===== src/rtl/p_liu_pkg.sv =====
// Shared types and defaults for the P_Liu_Clock_Mod host-side job driver.
package p_liu_pkg;

    localparam int P_LIU_DATA_W = 16;
    localparam int P_LIU_CYC_W  = 24;

    typedef enum logic [1:0] {
        IDLE  = 2'd0,
        RESET = 2'd1,
        RUN   = 2'd2,
        DONE  = 2'd3
    } p_liu_drv_state_t;

    // One completed job, laid out for result FIFOs and bench scoreboards.
    typedef struct packed {
        logic [P_LIU_DATA_W-1:0] operand;
        logic [P_LIU_DATA_W-1:0] value;
        logic [P_LIU_CYC_W-1:0]  cycles;
        logic                    timeout;
    } p_liu_result_t;

endpackage


===== src/rtl/p_liu_job_driver_if.sv =====
// Job, result and processor-side signal bundle for p_liu_job_driver.
interface p_liu_job_driver_if
    import p_liu_pkg::*;
#(
    parameter int DATA_W = P_LIU_DATA_W,
    parameter int CYC_W  = P_LIU_CYC_W
);
    logic              job_valid;
    logic              job_ready;
    logic [DATA_W-1:0] job_operand;

    logic              proc_rst;
    logic [DATA_W-1:0] proc_input;
    logic [DATA_W-1:0] proc_output;

    logic              res_valid;
    logic              res_ready;
    logic [DATA_W-1:0] res_operand;
    logic [DATA_W-1:0] res_value;
    logic [CYC_W-1:0]  res_cycles;
    logic              res_timeout;

    logic              busy;

    // master: the driver itself; slave: the host/consumer plus the processor.
    modport master (
        input  job_valid, job_operand, proc_output, res_ready,
        output job_ready, proc_rst, proc_input,
        output res_valid, res_operand, res_value, res_cycles, res_timeout, busy
    );

    modport slave (
        output job_valid, job_operand, proc_output, res_ready,
        input  job_ready, proc_rst, proc_input,
        input  res_valid, res_operand, res_value, res_cycles, res_timeout, busy
    );

endinterface


===== src/rtl/p_liu_cycle_counter.sv =====
// Saturating up-counter with synchronous clear and enable; clear has priority.
module p_liu_cycle_counter #(
    parameter int W = 24
) (
    input  logic         clk,
    input  logic         rst,
    input  logic         clr,
    input  logic         en,
    output logic [W-1:0] count
);

    logic [W-1:0] count_reg;
    logic [W-1:0] count_next;

    always_comb begin
        count_next = count_reg;
        if (clr) begin
            count_next = '0;
        end else if (en && !(&count_reg)) begin
            count_next = count_reg + W'(1);
        end
    end

    always_ff @(posedge clk or posedge rst) begin
        if (rst) begin
            count_reg <= '0;
        end else begin
            count_reg <= count_next;
        end
    end

    assign count = count_reg;

endmodule


===== src/rtl/p_liu_job_driver.sv =====
// Host-side job driver for P_Liu_Clock_Mod: reset, run, capture result and latency.
// Optional RUN watchdog enabled by defining P_LIU_DRIVER_TIMEOUT_EN.
module p_liu_job_driver
    import p_liu_pkg::*;
#(
    parameter int DATA_W     = P_LIU_DATA_W,
    parameter int RST_CYCLES = 3,
    parameter int CYC_W      = P_LIU_CYC_W,
    parameter int TIMEOUT    = 1000000
) (
    input logic                doubleClk,
    input logic                rst,
    p_liu_job_driver_if.master bus
);

    localparam logic [CYC_W-1:0] RST_LAST = CYC_W'(RST_CYCLES - 1);

    p_liu_drv_state_t  state_reg, state_next;
    logic              proc_rst_reg, proc_rst_next;
    logic [DATA_W-1:0] proc_input_reg, proc_input_next;
    logic              res_valid_reg, res_valid_next;
    logic [DATA_W-1:0] res_operand_reg, res_operand_next;
    logic [DATA_W-1:0] res_value_reg, res_value_next;
    logic [CYC_W-1:0]  res_cycles_reg, res_cycles_next;

    logic              cnt_clr;
    logic              cnt_en;
    logic [CYC_W-1:0]  count;

`ifdef P_LIU_DRIVER_TIMEOUT_EN
    localparam logic [CYC_W-1:0] TIMEOUT_LAST = CYC_W'(TIMEOUT - 1);
    localparam logic [CYC_W-1:0] TIMEOUT_VAL  = CYC_W'(TIMEOUT);
    logic res_timeout_reg, res_timeout_next;
`else
    localparam logic [CYC_W-1:0] TIMEOUT_VAL = CYC_W'(TIMEOUT);
    logic unused_timeout;
    assign unused_timeout = ^TIMEOUT_VAL;
`endif

    // One counter serves both phases: reset hold length, then run latency.
    p_liu_cycle_counter #(
        .W(CYC_W)
    ) u_cnt (
        .clk  (doubleClk),
        .rst  (rst),
        .clr  (cnt_clr),
        .en   (cnt_en),
        .count(count)
    );

    always_comb begin
        state_next       = state_reg;
        proc_rst_next    = proc_rst_reg;
        proc_input_next  = proc_input_reg;
        res_valid_next   = res_valid_reg;
        res_operand_next = res_operand_reg;
        res_value_next   = res_value_reg;
        res_cycles_next  = res_cycles_reg;
`ifdef P_LIU_DRIVER_TIMEOUT_EN
        res_timeout_next = res_timeout_reg;
`endif
        cnt_clr          = 1'b0;
        cnt_en           = 1'b0;

        case (state_reg)
            IDLE: begin
                proc_rst_next = 1'b1;
                if (bus.job_valid) begin
                    proc_input_next = bus.job_operand;
                    cnt_clr         = 1'b1;
                    state_next      = RESET;
                end
            end
            RESET: begin
                if (count == RST_LAST) begin
                    proc_rst_next = 1'b0;
                    cnt_clr       = 1'b1;
                    state_next    = RUN;
                end else begin
                    cnt_en = 1'b1;
                end
            end
            RUN: begin
                // Completion is tested first so it wins over the watchdog.
                if (bus.proc_output != '0) begin
                    res_value_next   = bus.proc_output;
                    res_operand_next = proc_input_reg;
                    res_cycles_next  = count;
                    res_valid_next   = 1'b1;
`ifdef P_LIU_DRIVER_TIMEOUT_EN
                    res_timeout_next = 1'b0;
`endif
                    state_next       = DONE;
                end
`ifdef P_LIU_DRIVER_TIMEOUT_EN
                else if (count == TIMEOUT_LAST) begin
                    res_value_next   = '0;
                    res_operand_next = proc_input_reg;
                    res_cycles_next  = TIMEOUT_VAL;
                    res_timeout_next = 1'b1;
                    res_valid_next   = 1'b1;
                    state_next       = DONE;
                end
`endif
                else begin
                    cnt_en = 1'b1;
                end
            end
            DONE: begin
                // proc_rst stays low here so the processor keeps its output.
                if (bus.res_ready) begin
                    res_valid_next = 1'b0;
                    proc_rst_next  = 1'b1;
                    state_next     = IDLE;
                end
            end
            default: begin
                proc_rst_next = 1'b1;
                state_next    = IDLE;
            end
        endcase
    end

    always_ff @(posedge doubleClk or posedge rst) begin
        if (rst) begin
            state_reg       <= IDLE;
            proc_rst_reg    <= 1'b1;
            proc_input_reg  <= '0;
            res_valid_reg   <= 1'b0;
            res_operand_reg <= '0;
            res_value_reg   <= '0;
            res_cycles_reg  <= '0;
`ifdef P_LIU_DRIVER_TIMEOUT_EN
            res_timeout_reg <= 1'b0;
`endif
        end else begin
            state_reg       <= state_next;
            proc_rst_reg    <= proc_rst_next;
            proc_input_reg  <= proc_input_next;
            res_valid_reg   <= res_valid_next;
            res_operand_reg <= res_operand_next;
            res_value_reg   <= res_value_next;
            res_cycles_reg  <= res_cycles_next;
`ifdef P_LIU_DRIVER_TIMEOUT_EN
            res_timeout_reg <= res_timeout_next;
`endif
        end
    end

    assign bus.job_ready   = (state_reg == IDLE) && !rst;
    assign bus.busy        = (state_reg != IDLE);
    assign bus.proc_rst    = proc_rst_reg;
    assign bus.proc_input  = proc_input_reg;
    assign bus.res_valid   = res_valid_reg;
    assign bus.res_operand = res_operand_reg;
    assign bus.res_value   = res_value_reg;
    assign bus.res_cycles  = res_cycles_reg;
`ifdef P_LIU_DRIVER_TIMEOUT_EN
    assign bus.res_timeout = res_timeout_reg;
`else
    assign bus.res_timeout = 1'b0;
`endif

endmodule


===== src/flat_wrapper.sv =====
// flat-port wrapper written by rule: the top's interface ports become plain ports
module p_liu_job_driver_flat import p_liu_pkg::*;
#(
    parameter int DATA_W     = P_LIU_DATA_W,
    parameter int RST_CYCLES = 3,
    parameter int CYC_W      = P_LIU_CYC_W,
    parameter int TIMEOUT    = 1000000
)
  (doubleClk, rst, bus_job_valid, bus_job_operand, bus_proc_output, bus_res_ready, bus_job_ready, bus_proc_rst, bus_proc_input, bus_res_valid, bus_res_operand, bus_res_value, bus_res_cycles, bus_res_timeout, bus_busy);
  p_liu_job_driver_if #(.DATA_W(DATA_W), .CYC_W(CYC_W)) bus_i ();
  input logic doubleClk;
  input logic rst;
  input wire logic [$bits(bus_i.job_valid)-1:0] bus_job_valid;
  input wire logic [$bits(bus_i.job_operand)-1:0] bus_job_operand;
  input wire logic [$bits(bus_i.proc_output)-1:0] bus_proc_output;
  input wire logic [$bits(bus_i.res_ready)-1:0] bus_res_ready;
  output wire logic [$bits(bus_i.job_ready)-1:0] bus_job_ready;
  output wire logic [$bits(bus_i.proc_rst)-1:0] bus_proc_rst;
  output wire logic [$bits(bus_i.proc_input)-1:0] bus_proc_input;
  output wire logic [$bits(bus_i.res_valid)-1:0] bus_res_valid;
  output wire logic [$bits(bus_i.res_operand)-1:0] bus_res_operand;
  output wire logic [$bits(bus_i.res_value)-1:0] bus_res_value;
  output wire logic [$bits(bus_i.res_cycles)-1:0] bus_res_cycles;
  output wire logic [$bits(bus_i.res_timeout)-1:0] bus_res_timeout;
  output wire logic [$bits(bus_i.busy)-1:0] bus_busy;
  assign bus_i.job_valid = bus_job_valid;
  assign bus_i.job_operand = bus_job_operand;
  assign bus_i.proc_output = bus_proc_output;
  assign bus_i.res_ready = bus_res_ready;
  assign bus_job_ready = bus_i.job_ready;
  assign bus_proc_rst = bus_i.proc_rst;
  assign bus_proc_input = bus_i.proc_input;
  assign bus_res_valid = bus_i.res_valid;
  assign bus_res_operand = bus_i.res_operand;
  assign bus_res_value = bus_i.res_value;
  assign bus_res_cycles = bus_i.res_cycles;
  assign bus_res_timeout = bus_i.res_timeout;
  assign bus_busy = bus_i.busy;
  p_liu_job_driver #(.DATA_W(DATA_W), .RST_CYCLES(RST_CYCLES), .CYC_W(CYC_W), .TIMEOUT(TIMEOUT)) u_core (.doubleClk(doubleClk), .rst(rst), .bus(bus_i));
endmodule

===== config.mk =====
export PLATFORM = sky130hd
export DESIGN_NAME = p_liu_job_driver_flat
export DESIGN_NICKNAME = d
export VERILOG_FILES = /design/src/rtl/p_liu_pkg.sv /design/src/rtl/p_liu_job_driver_if.sv /design/src/rtl/p_liu_cycle_counter.sv /design/src/rtl/p_liu_job_driver.sv /design/src/flat_wrapper.sv
export SDC_FILE = /design/constraint.sdc
export NUM_CORES = 1
export LEC_CHECK = 0
export ABC_CLOCK_PERIOD_IN_PS = 4250
export CAP_MARGIN = 15
export CORE_ASPECT_RATIO = 0.7
export CORE_MARGIN = 2
export CORE_UTILIZATION = 49
export DETAILED_ROUTE_END_ITERATION = 16
export HOLD_SLACK_MARGIN = 0.08
export PLACE_DENSITY = 0.85
export SETUP_SLACK_MARGIN = 0.05
export SYNTH_ARGS = -nofsm -noshare
export SYNTH_HDL_FRONTEND = slang
export SYNTH_SLANG_ARGS = --single-unit

===== constraint.sdc =====
create_clock -name doubleClk -period 4.25 [get_ports doubleClk]
set_input_delay 0.85 -clock doubleClk [delete_from_list [all_inputs] [get_ports doubleClk]]
set_output_delay 0.85 -clock doubleClk [all_outputs]
set_load 0.05 [all_outputs]

# Word level (Yosys, flattened, before mapping)
# Cells that the tools add are included.
[op_classes]
addsub = 1
n_eq_ne = 8
mux = 19
n_reduce_logical = 16
[op_table]
columns = ["cell", "n"]
rows = [
  ["$mux 24", 2],
  ["$add 24x1->24 const B", 1],
  ["$eq 24x2->1 const B", 1],
  ["$reduce_and 24->1", 1],
  ["$reduce_bool 16->1", 1],
  ["$mux 1", 8],
  ["$mux 2", 4],
  ["$pmux 2 s4", 1],
  ["$pmux 1 s2", 3],
  ["$reduce_and 3->1", 2],
  ["$reduce_bool 2->1", 3],
  ["$eq 2x2->1 const B", 2],
  ["$ne 2x1->1 const B", 2],
  ["$ne 2x2->1 const B", 2],
  ["$reduce_and 2->1", 2],
  ["$reduce_and 4->1", 1],
  ["$pmux 1 s3", 1],
  ["$reduce_bool 3->1", 1],
  ["$eq 2x1->1 const B", 1],
  ["$logic_and 1x1->1", 2],
  ["$logic_not 1->1", 2],
  ["$logic_not 2->1", 1],
]
[totals]
register_bits = 100
input_bits = 36
output_inout_bits = 77
wordCells = 52

# Logic depth before layout (Yosys ltp)
[depth]
word_depth = 6
mapped_depth = 10
mapped_depth_nobuf = 8

# Modules after synthesis
# Synthesis repeated with hierarchy kept, for this count alone.
[unflattened]
hier_cells = 378
hier_area_um2 = 4768.3
[modules_own_cells]
columns = ["module", "n_inst", "cells_per_inst", "area_each_um2", "seq_area_each_um2"]
rows = [
  ["p_liu_job_driver", 1, 200, 3171.8, 1903.1],
  ["p_liu_cycle_counter", 1, 178, 1596.5, 600.6],
]

# Worst setup path after synthesis
# No wires, ideal clock.
[synth_timing]
path_type = "input to register"
startpoint = "in bus_proc_output[7]"
endpoint = "reg u_core.u_cnt.count_reg[23] (netlist: u_core.u_cnt.count[23])"
setup_ns = 0.077
t_arrival_ns = 2.498
required_ns = 4.173
path_slack_ns = 1.674
path_stages = 8
n_path_buf = 2
cell_sequence = "nor4_1 -> nand4_1 -> or2_1 -> buf_6 -> o22a_1 -> buf_6 -> or4_1 -> a21oi_1"
[synth_via]
elab_chain_len = 5
[synth_rtl]
columns = ["item", "line_no", "text"]
rows = [
  ["start: declaration", "flat_wrapper.sv:15", "input wire logic [$bits(bus_i.proc_output)-1:0] bus_proc_output;"],
  ["$reduce_bool 16->1", "p_liu_job_driver.sv:85", "if (bus.proc_output != '0) begin"],
  ["$mux 1", "p_liu_job_driver.sv:85", ""],
  ["$pmux 1 s2", "p_liu_job_driver.sv:65", "case (state_reg)"],
  ["$logic_and 1x1->1", "p_liu_cycle_counter.sv:19", "end else if (en && !(&count_reg)) begin"],
  ["$reduce_bool 2->1 (no source line)", "--", ""],
  ["end signal: assignment", "p_liu_cycle_counter.sv:28", "count_reg <= count_next;"],
  ["end: declaration", "p_liu_cycle_counter.sv:12", "logic [W-1:0] count_reg;"],
]
# Every way passes these cells.
# A chain may end at the register's enable or synchronous reset.

# Worst setup path after layout
[layout_timing]
startpoint = "in bus_proc_output[1]"
endpoint = "reg u_core.u_cnt.count_reg[6] (netlist: u_core.u_cnt.count[6])"
# The elaborated chain is that of the path after synthesis.

==> impl_metrics.yaml <==
setup_path:
  criticalPathCategory: "in2reg"
  r2r-end: "u_core.u_cnt.count[21]"
  r2r-start: "u_core.u_cnt.count[0]"
  crit_path_start_kind: "input pin"
  critPathMaxFanout: 16
  slowest_delay_ns: 0.69
  arrival_ns: 3.40
  crit_family: "simple AND/OR/NAND/NOR gates"
  cp-end-kind: "flip-flop"
  reg2reg_slack_ns: 1.67
  crit_slowest_cell: "or4b_2"
  critPathBufInv: 1
  cp_cell_sequence: "clkdlybuf4s50_1, nor4_1, nand4_1, or2_1, and2_2, or4b_2, nand2_1"
  required_ns: 4.53
  ff2ff_path_depth: 8
layout:
  nNetsFinal: 515
  ff_latch_area_mm2: 0.00250
  insertedDiodeCount: 0
  multi_input_area_mm2: 0.00185
  fill_cells: 717
  syn_to_final_growth_pct: 34.7
  utilization_pct: 67.4
  drive_gt1_share_pct: 23.6
cts:
  clockBufferDepth: 2
  cts_resized: 0
  cts_made_buffers: 9
  cts_tree: "yes"
  clock_latency_ns: 0.34
  clkTransAtPathRegs_ns: 0.07
  postCtsHoldBufs: 0
  htreeDepth: 3
  root_buffer: "clkbuf_16"
  cts_setup_buffers: 0
  clkSinkCount: 100
logic_synthesis:
  synth.distinct_cells: 50
  syn_area_mm2: 0.00449
  synth_top_family_by_area: "multiplexers"
  synth_top_area_share_pct: 55.2
  syn-num-nets: 401
  synth-simple-area-share_pct: 12.7
  synthTopCellsByCount: "99 x dfrtp_1, 71 x mux2_2, 22 x nand2_1, 16 x nor2_1, 13 x a21oi_1"
  yosys.area.top_type: "dfrtp_1"
  synth_compound_area_share_pct: 6.53
  synth_area_leaders: "dfrtp_1 55%, mux2_2 18%, nand2_1 1.8%"
  synthFlopType: "dfrtp_1"
  synth_edf_count: 0
  synth-xor-area-share_pct: 1.56
  synth.area.mux_share_pct: 18.7
  yosysMostFrequentCell: "dfrtp_1"
  synth_fa_ha_area_share_pct: 1.67
  syn_avg_cell_area_um2: 12.5
  ys_ff_latch: 100
  ys_warn_count: 0
  yosysSeqAreaShare_pct: 55.8
  synthCells: 359
  ys_async_sr_fraction_pct: 100
drt:
  wl_per_cell_um: 17.7
  wirelength_um: 10700
  vias_per_cell: 5.60
  drt_iter0_markers: 329
  ant_nets: 0
  firstDrtPassIters: 5
  vias: 3371
  drc: 0
power_and_ir_drop:
  p_leak_uw: 0.00255
  power_frac_seq_pct: 29.6
  comb_power_share_pct: 52.0
  pwr-share-clk_pct: 18.5
  power_density_mw_per_mm2: 792
  power_switching_uw: 2110
  peakVddDrop_uv: 539
  swShare_pct: 44.0
  intPower_uw: 2680
job:
  drv_cap: 0
floorplan:
  ios: 113
  die_x_um: 118
  die_h_um: 84.1
  start_util_pct: 50.1
  coreArea_mm2: 0.00896
  die_area_mm2: 0.00995
  row_count: 29
min_path:
  whs_endpoint: "u_core.bus.proc_rst"
  hp-start: "u_core.bus.proc_rst"
  hold_class: "reg2reg"
  holdPathStages: 2
place:
  gp_congestion: 0.907
  io_buffer_count: 111
  dp_hpwl_um: 7600
global_route:
  grt_pass1_vias: 3466
  antenna_found_initial: 0
  grtUsageTotal_pct: 22.7
  grt_max_degree: 55
  grt_overflow_total: 0
  grt_pass1_wl_um: 17800
sta:
  fin_hold_ws_ns: 0.503
  period_minus_slack_ns: 3.12
  finalCritPeriodShare_pct: 73.4
  setup_viol: 0
  relSlewSlack_pct: 37.6
  fin_worst_skew_ns: 0.00641
  max_freq_mhz: 320
  worstMarginPinSlew_ns: 0.936
  rsz0062_at_grt: "false"
  tns_ns: 0
  final_max_slew_viol_count: 0
  hold_violations: 0
run_status:
  outcome: "finished clean"
-- placed cells by master (no fill, tap or decap), types with 3 or more instances in the layout --
| cell type | Yosys | routed |
|---|---|---|
| buf_4 | 3 | 8 |
| xnor2_1 | 8 | 8 |
| o21ai_0 | 5 | 5 |
| nand2_1 | 22 | 22 |
| o31ai_1 | 6 | 5 |
| nor2_1 | 16 | 16 |
| mux2_2 | 71 | 71 |
| clkbuf_16 | 0 | 9 |
| inv_1 | 9 | 8 |
| a21oi_1 | 13 | 13 |
| nor4_1 | 10 | 10 |
| or4_1 | 7 | 7 |
| dfrtp_1 | 99 | 99 |
| nand3_1 | 8 | 8 |
| or2_2 | 4 | 4 |
| nand4_1 | 12 | 12 |
| mux2i_1 | 4 | 4 |
| ha_1 | 6 | 6 |
| clkdlybuf4s50_1 | 0 | 111 |
| o211ai_1 | 3 | 3 |
| a211oi_1 | 5 | 5 |
-- how the worst max path moves through the flow --
stage	cells after the start	start	endpoint
after floorplan	1	rst	u_core.bus.proc_input[0]
after global placement	7	bus_proc_output[1]	u_core.u_cnt.count[6]
after detailed placement	7	bus_proc_output[1]	u_core.u_cnt.count[6]
after CTS	7	bus_proc_output[1]	u_core.u_cnt.count[6]
after global routing	7	bus_proc_output[1]	u_core.u_cnt.count[6]
final	7	bus_proc_output[1]	u_core.u_cnt.count[6]
-- layer usage --
metal  vias to the layer above  part of all wire [%]  GRT usage, %
met4                         0                  0.95          6.93
li1                       1546                     -             -
met5                         -                     0             0
met1                      1687                    45          32.0
met3                         7                   7.9          6.22
met2                       131                    46          34.3
-- cells by family after synthesis --
family                   Yosys count
flip-flops                       100
XOR/XNOR                           8
buffers and inverters             25
multiplexers                      75
adder cells (fa/ha/maj)            6
other                              1
AO/OA/AOI/OAI                     44
AND/OR/NAND/NOR                  100
-- stage by stage --
stage	setup slack, ns	instances	power (uW)	instance area (um2)
floorplan	0.783	359	3140	4490
global placement	0.829	586	3860	5720
detailed placement	0.795	586	3920	5720
CTS	1.15	602	4820	6040
global route	1.05	602	5010	6040
finish	1.13	602	4780	6040
-- cell type report --
cell class	count	share of cell area [%]
Multi-Input combinational cell	234	30.7
Timing Repair Buffer	119	19.4
Clock buffer	9	3.73
Sequential cell	100	41.4
Clock inverter	7	1.64
Inverter	9	0.600
Tap cell	124	2.57
-- power by group through the flow --
stage	Combinational [uW]	Sequential (uW)	Clock, uW
4_1_cts	2500	1420	902
3_5_place_dp	2490	1430	0
2_1_floorplan	841	2300	0
6_report	2490	1420	883
3_3_place_gp	2450	1410	0
5_1_grt	2610	1450	942
-- worst min-delay path: stages (launching register included) --
cell	delay (ns)
dfstp_2	0.38
nand2_1	0.05
a21oi_1	0.07
No activity file was read; power rests on OpenSTA's default activity.
